[src/rtl/lcd_responder.sv]
// HD44780-style LCD bus responder: 2x16 DDRAM window, instruction decode,
// busy/clear sequencing, busy-flag and data readback, dropped-write reporting.
module lcd_responder #(
  parameter int unsigned BUSY_CYCLES = 2
) (
  input  logic       clk,
  input  logic       rst,
  input  logic       lcd_e,
  input  logic       lcd_rs,
  input  logic       lcd_rw,
  input  logic [7:0] lcd_db,
  output logic [7:0] lcd_q,
  output logic       busy,
  output logic [6:0] cur_addr,
  output logic       disp_on,
  output logic       cursor_on,
  output logic       blink_on,
  output logic       inc_mode,
  output logic       dropped,
  input  logic [4:0] view_idx,
  output logic [7:0] view_char
);

  localparam int unsigned DEPTH  = 32;
  localparam int unsigned IDX_W  = 5;
  localparam int unsigned ADDR_W = 7;
  localparam int unsigned DATA_W = 8;
  localparam int unsigned CNT_W  = (BUSY_CYCLES > 1) ? $clog2(BUSY_CYCLES) : 1;
  localparam logic [DATA_W-1:0] BLANK = 8'h20;

  typedef enum logic [1:0] {
    S_IDLE,
    S_BUSY,
    S_CLEAR
  } state_t;

  state_t state, state_d;

  logic [CNT_W-1:0]  cnt, cnt_d;
  logic [IDX_W-1:0]  clr_idx, clr_d;
  logic              e_q;
  logic [DATA_W-1:0] mem [DEPTH];

  logic              rise, fall;
  logic              wr_fall, accept, drop_c, rd_data_fall, is_clear;
  logic [ADDR_W-1:0] addr_d;
  logic              inc_d, disp_d, cursor_d, blink_d;
  logic              mem_we;
  logic [IDX_W-1:0]  mem_idx;
  logic [DATA_W-1:0] mem_wdata;
  logic [DATA_W-1:0] rd_char;

  // Step the address counter; both display lines are 40 positions long and chain into each other.
  function automatic logic [ADDR_W-1:0] addr_step(input logic [ADDR_W-1:0] a, input logic up);
    logic [ADDR_W-1:0] r;
    if (up) begin
      if (a == 7'h27)      r = 7'h40;
      else if (a == 7'h67) r = 7'h00;
      else                 r = a + 7'd1;
    end else begin
      if (a == 7'h00)      r = 7'h67;
      else if (a == 7'h40) r = 7'h27;
      else                 r = a - 7'd1;
    end
    return r;
  endfunction

  function automatic logic is_mapped(input logic [ADDR_W-1:0] a);
    return (a[6:4] == 3'b000) || (a[6:4] == 3'b100);
  endfunction

  // 0x00-0x0F -> 0-15, 0x40-0x4F -> 16-31
  function automatic logic [IDX_W-1:0] map_idx(input logic [ADDR_W-1:0] a);
    return {a[6], a[3:0]};
  endfunction

  assign rise         = lcd_e & ~e_q;
  assign fall         = ~lcd_e & e_q;
  assign wr_fall      = fall & ~lcd_rw;
  assign accept       = wr_fall & (state == S_IDLE);
  assign drop_c       = wr_fall & (state != S_IDLE);
  assign rd_data_fall = fall & lcd_rw & lcd_rs;
  assign is_clear     = ~lcd_rs & (lcd_db == 8'h01);
  assign rd_char      = is_mapped(cur_addr) ? mem[map_idx(cur_addr)] : BLANK;
  assign view_char    = mem[view_idx];

  // Next-state logic for the busy/clear sequencer.
  always_comb begin
    state_d = state;
    cnt_d   = cnt;
    clr_d   = clr_idx;
    case (state)
      S_IDLE: begin
        if (accept) begin
          if (is_clear) begin
            state_d = S_CLEAR;
            clr_d   = '0;
          end else begin
            state_d = S_BUSY;
            cnt_d   = CNT_W'(BUSY_CYCLES - 1);
          end
        end
      end
      S_BUSY: begin
        if (cnt == '0) state_d = S_IDLE;
        else           cnt_d   = cnt - CNT_W'(1);
      end
      S_CLEAR: begin
        clr_d = clr_idx + IDX_W'(1);
        if (clr_idx == IDX_W'(DEPTH - 1)) state_d = S_IDLE;
      end
      default: state_d = S_IDLE;
    endcase
  end

  // Register updates from decoded writes, data reads and the clear sweep.
  always_comb begin
    addr_d    = cur_addr;
    inc_d     = inc_mode;
    disp_d    = disp_on;
    cursor_d  = cursor_on;
    blink_d   = blink_on;
    mem_we    = 1'b0;
    mem_idx   = '0;
    mem_wdata = BLANK;

    if (rd_data_fall) addr_d = addr_step(cur_addr, inc_mode);

    if (accept) begin
      if (lcd_rs) begin
        mem_we    = is_mapped(cur_addr);
        mem_idx   = map_idx(cur_addr);
        mem_wdata = lcd_db;
        addr_d    = addr_step(cur_addr, inc_mode);
      end else begin
        casez (lcd_db)
          8'b1???????: addr_d = lcd_db[6:0];
          8'b01??????,
          8'b001?????: ;
          8'b0001????: addr_d = addr_step(cur_addr, lcd_db[2]);
          8'b00001???: begin
            disp_d   = lcd_db[2];
            cursor_d = lcd_db[1];
            blink_d  = lcd_db[0];
          end
          8'b000001??: inc_d  = lcd_db[1];
          8'b0000001?: addr_d = '0;
          default: ;
        endcase
      end
    end

    // The final clear step owns the address counter and entry mode.
    if (state == S_CLEAR) begin
      mem_we    = 1'b1;
      mem_idx   = clr_idx;
      mem_wdata = BLANK;
      if (clr_idx == IDX_W'(DEPTH - 1)) begin
        addr_d = '0;
        inc_d  = 1'b1;
      end
    end
  end

  always_ff @(posedge clk or negedge rst) begin
    if (!rst) begin
      state   <= S_IDLE;
      cnt     <= '0;
      clr_idx <= '0;
    end else begin
      state   <= state_d;
      cnt     <= cnt_d;
      clr_idx <= clr_d;
    end
  end

  always_ff @(posedge clk or negedge rst) begin
    if (!rst) begin
      e_q       <= 1'b0;
      busy      <= 1'b0;
      dropped   <= 1'b0;
      lcd_q     <= '0;
      cur_addr  <= '0;
      inc_mode  <= 1'b1;
      disp_on   <= 1'b0;
      cursor_on <= 1'b0;
      blink_on  <= 1'b0;
      for (int i = 0; i < DEPTH; i++) mem[i] <= BLANK;
    end else begin
      e_q       <= lcd_e;
      busy      <= (state_d != S_IDLE);
      dropped   <= drop_c;
      cur_addr  <= addr_d;
      inc_mode  <= inc_d;
      disp_on   <= disp_d;
      cursor_on <= cursor_d;
      blink_on  <= blink_d;
      if (rise && lcd_rw) lcd_q <= lcd_rs ? rd_char : {busy, cur_addr};
      if (mem_we) mem[mem_idx] <= mem_wdata;
    end
  end

endmodule

[config.mk]
export PLATFORM = sky130hd
export DESIGN_NAME = lcd_responder
export DESIGN_NICKNAME = d
export VERILOG_FILES = /design/src/rtl/lcd_responder.sv
export SDC_FILE = /design/constraint.sdc
export NUM_CORES = 1
export LEC_CHECK = 0
export ABC_AREA = 1
export CORE_UTILIZATION = 50
export CTS_CLUSTER_DIAMETER = 80
export DETAILED_ROUTE_END_ITERATION = 6
export HOLD_SLACK_MARGIN = 0.15
export PLACE_DENSITY = 0.67
export SLEW_MARGIN = 20
export SYNTH_ARGS = -nofsm -noshare
export SYNTH_HDL_FRONTEND = slang
export SYNTH_SLANG_ARGS = --single-unit
[constraint.sdc]
create_clock -name clk -period 3.2 [get_ports clk]
set_input_delay 0.64 -clock clk [delete_from_list [all_inputs] [get_ports clk]]
set_output_delay 0.64 -clock clk [all_outputs]
set_load 0.02 [all_outputs]
; ---- Yosys cells after proc, flatten, opt, wreduce, memory -nomap -nowiden
; Index checks and enable logic that the tools add are counted.
[op_classes]
bitwise_logic = 15
n_reduce_logical = 13
n_addsub = 4
n_lt_le_gt_ge = 4
mux = 49
eq_ne = 15
[op_table]
columns = op, count
row1 = $bwmux W256, 1
row2 = $bmux W8 S5, 2
row3 = $mux W8, 10
row4 = $mux W7, 11
row5 = $demux W8 S5, 1
row6 = $mux W5, 5
row7 = $pmux W7 S3, 1
row8 = $ge A6 B6 Y1 const B, 3
row9 = $not A5 Y6, 3
row10 = $eq A7 B7 Y1 const B, 2
row11 = $mux W1, 11
row12 = $pmux W5 S2, 1
row13 = $reduce_and A3 Y1, 3
row14 = $and A1 B1 Y1, 8
row15 = $eq A8 B1 Y1 const B, 1
row16 = $mux W2, 4
row17 = $reduce_bool A2 Y1, 4
row18 = $add A7 B1 Y7 const B, 1
row19 = $eq A7 B1 Y1 const B, 1
row20 = $eq A7 B6 Y1 const B, 1
row21 = $logic_not A7 Y1, 1
row22 = $sub A7 B1 Y7 const B, 1
row23 = $eq A6 B1 Y1 const B, 1
row24 = $lt A6 B1 Y1 const B, 1
row25 = 16 further kinds, 22
[totals]
inputBits = 18
word_cells = 144
regBits = 286
out_inout_bits = 29

; ---- Longest topological paths before layout
[logic_depth]
ltp_word = 12
depth_mapped = 17
ltp_nobuf = 15

; ---- Least setup slack after synthesis
; OpenSTA, ideal clock, no wires.
[synth_path]
path_kind = input-to-output
from = input view_idx[0]
to = output view_char[2]
setup_slack_ns = 0.340
required_time_ns = 2.560
stages = 10
path_buffers = 3
arrival_time_ns = 2.220
path_cell_list = clkbuf_1 > inv_1 > clkbuf_1 > clkbuf_1 > o21ai_0 > o221ai_1 > nand3_1 > nand2_1 > nor2_1 > a21oi_1
[synth_via]
elab_chain_cells = 4
[synth_lines]
columns = item, line_no
row1 = start: declaration, 20  ; input logic [4:0] view_idx,
row2 = $not A5 Y6 (not written as such), 85  ; assign view_char = mem[view_idx];
row3 = $bmux W8 S5, 85
row4 = $mux W8 (not written as such) (2 in a row), 85
row5 = end: declaration, 21  ; output logic [7:0] view_char
; No other way between the ends. The select of a mux whose other input is x is not followed.

; ---- Worst setup path after layout
[layout_path]
from = input view_idx[2]
to = output view_char[2]
; Same word-level chain as after synthesis.

==> qor.csv <==
stage,metric,value,unit
die,die_w,181,microns
timing,setup_tns,0,ns
timing,tightest_slew,0.709,ns
cells_and_area,layout.nets,2246,
cells_and_area,drive_gt1_share,11.2,%
synth,ys_types,40,
route,vias,16500,
setup_path,worst-path-stages,9,
placement,place_inst,2588,
clock_network,cts.sink_count,286,
setup_path,startpoint,view_idx[2],
setup_path,worstPathCellList,"clkdlybuf4s50_1, clkinv_1, buf_12, o221ai_1, nand3_1, nand2_1, nor2_1, a21oi_1, dlygate4sd2_1",
synth,syn-num-nets,2206,
timing,skew,0.0226,ns
setup_path,ff2ff_setup_slack,0.58,ns
die,fp-row-count,65,
timing,worst_slack,0.0535,ns
flow_run,drv_cap,0,
clock_network,cts_tree,built,
setup_path,worst_path_dominant_cell_family,buffers and inverters,
route,drt-pass1-iter-count,7,
cells_and_area,fin_cells,2652,
setup_path,cpMaxStageDelayCell,clkdlybuf4s50_1,
setup_path,critPathCapture,view_char[2],
synth,synth_top_area_share,39.6,%
cells_and_area,fin_util,59.3,%
clock_network,cts_buffers,35,
setup_path,critical_path.n_buffers_inverters,4,
setup_path,slowest_delay,0.56,ns
clock_network,clk_pin_slew,0.05,ns
synth,ys_warn_count,0,
placement,post-place-ws,-0.280,ns
setup_path,reg2reg_from,state[1],
grt,grt-ovfl-total,0,
die,pin_count,47,
placement,hpwl,38600,microns
clock_network,clockBufferDepth,3,
route,routed_wl,57900,microns
timing,finalCriticalPeriod,3.15,ns
power_and_ir_drop,power,11.7,mW
synth,synth_edf_count,0,
timing,rsz0062_at_grt,no,
synth,syn_area,16000,sq um
die,start_util,50.8,%
synth,synth_top_cell_by_area,dfrtp_1,
setup_path,critPathArrivalTime,2.51,ns
route,drc,4,
setup_path,worstPathRequired,2.56,ns
die,fp.dieH,181,microns
synth,synth_seq_cells,286,
synth,netlist_instances,2184,
synth,syn_area_per_cell,7.32,sq um
placement,gp_congestion,0.977,
grt,grt_pass1_wl,91100,microns
synth,ys.flop_type,dfrtp_1,
outcome,failed_checks,design-rule violations,
timing,hold_viol,0,
power_and_ir_drop,vdd_drop_max,0.427,mV
grt,grt_max_degree,110,
clock_network,clock-root-buffer,clkbuf_16,
setup_path,cp-start-kind,input pin,
grt,grt.total_usage,35.9,%
grt,antenna_found_initial,1,
synth,synth_area_leaders,"dfrtp_1 (40%), o21ai_0 (16%), nand2_1 (11%), nor2_1 (6.6%), dfstp_2 (5.4%)",
route,wl_per_cell,21.9,microns
clock_network,cts-htree-levels,2,
worst_hold_path,hold_class,reg2reg,
route,ant_nets,0,
outcome,status,finished with violations,
power_and_ir_drop,leakagePower,7.99,nW
setup_path,path_max_fanout,18,
route,viasPerCell,6.22,
timing,fmax,0.318,GHz
die,die_area,32700,sq um
placement,io_buffers,46,
cells_and_area,final_common_cell,o21ai_0,
synth,synthArstFlopShare,100,%
clock_network,post_cts_buffers,0,
cells_and_area,final_cell_mix,"o21ai_0 (526), nand2_1 (464), nor2_1 (282), dfrtp_1 (251), nand3_1 (114)",
synth,yosysSeqAreaShare,45.0,%
route,dr.first_iter.drc_count,1927,
cells_and_area,antenna_cells,0,
cells_and_area,area_growth,16.9,%
setup_path,end_kind,output port,
die,core_region_area,31500,sq um
setup_path,r2r_end,mem[85],
timing,report.final.slew_viol_count,0,
grt,grt_pass1_vias,15700,
power_and_ir_drop,power_density,628,nW/um^2
timing,setup_viol,0,
timing,relSlewSlack,52.7,%
clock_network,clkLatencyLatePin,0.53,ns
timing,finalCritPeriodShare,98.3,%
setup_path,r2r_cells,8,
setup_path,setup.worst_path.class,in2out,
-- worst min-delay path, cell delays in order, from the launching register on --
cell     delay [ns]
dfrtp_1        0.34
nand2_1        0.05
nand2_1        0.05
-- area by class of cell --
cell class	instances	area, sq um
Clock buffer	42	963
Tap cell	402	503
Clock inverter	21	211
Sequential cell	286	7200
Inverter	91	344
Multi-Input combinational cell	1637	7800
Timing Repair Buffer	173	1650
Fill cell	2863	12800
-- Yosys cell counts (5+ instances only) --
library cell / instances
xor2_1: 5
nand2_1: 464
clkbuf_1: 153
o21a_1: 5
a21oi_1: 59
o21ai_1: 6
nor2_1: 283
o22ai_1: 16
nand4_1: 6
buf_1: 11
o21ai_0: 526
nand3_1: 114
o211ai_1: 72
dfrtp_1: 253
nor3_1: 5
inv_1: 87
o221ai_1: 42
dfstp_2: 33
-- power by group --
group | internal (mW) | total (mW) | switching [mW]
combinational | 1.24 | 3.80 | 2.57
clock | 2.41 | 4.05 | 1.64
sequential | 3.72 | 3.88 | 0.157
total | 7.37 | 11.7 | 4.36
-- registers in the layout (all words and copies together) (netlist names) --
signal and flops:
mem 256, inc_mode 1, disp_on 1, cursor_on 1, busy 1, cnt 1
clr_idx 5, lcd_q 8, dropped 1, e_q 1, blink_on 1, cur_addr 7
state 2
-- layer usage --
metal	vias up	global-route usage (%)	part of all wire [%]
met5	-	0	0
met1	7802	50.0	41
li1	7510	-	-
met2	1003	54.2	44
met4	0	16.3	4.3
met3	175	7.22	11
-- how the worst min path moves through the flow --
stage	startpoint	to	slack, ns	cells after the start
floorplan	rst	blink_on	0.34	0
detailed placement	lcd_q[2]	lcd_q[2]	0.47	2
global placement	lcd_q[7]	lcd_q[7]	0.47	2
global route	disp_on	disp_on	0.51	2
finish	lcd_q[2]	lcd_q[2]	0.48	2
CTS	lcd_q[2]	lcd_q[2]	0.48	2
-- per-stage QoR --
stage          area, sq um  hold slack [ns]
3_3_place_gp         17500            0.467
2_1_floorplan        16000            0.344
3_5_place_dp         17500            0.465
5_1_grt              18700            0.510
4_1_cts              18700            0.481
6_report             18700            0.475
-- cells by family (layout without fill, tap and decap cells) --
group                    after synthesis  in the layout  synth area share, %
AO/OA/AOI/OAI                        741            741                 25.8
XOR/XNOR                               6              6                0.329
adder cells (fa/ha/maj)                4              4                0.313
buffers and inverters                261            327                 6.22
flip-flops                           286            286                 45.0
AND/OR/NAND/NOR                      886            886                 22.3
-- what timing repair did --
action / in CTS / in global routing
endpoints found under the setup margin: 8 / 6
cloned: 0 / 0
hold endpoints to repair: 56 / 0
hold buffers: 1 / 0
resized for setup: 10 / 10
No activity file was read; power rests on OpenSTA's default activity.
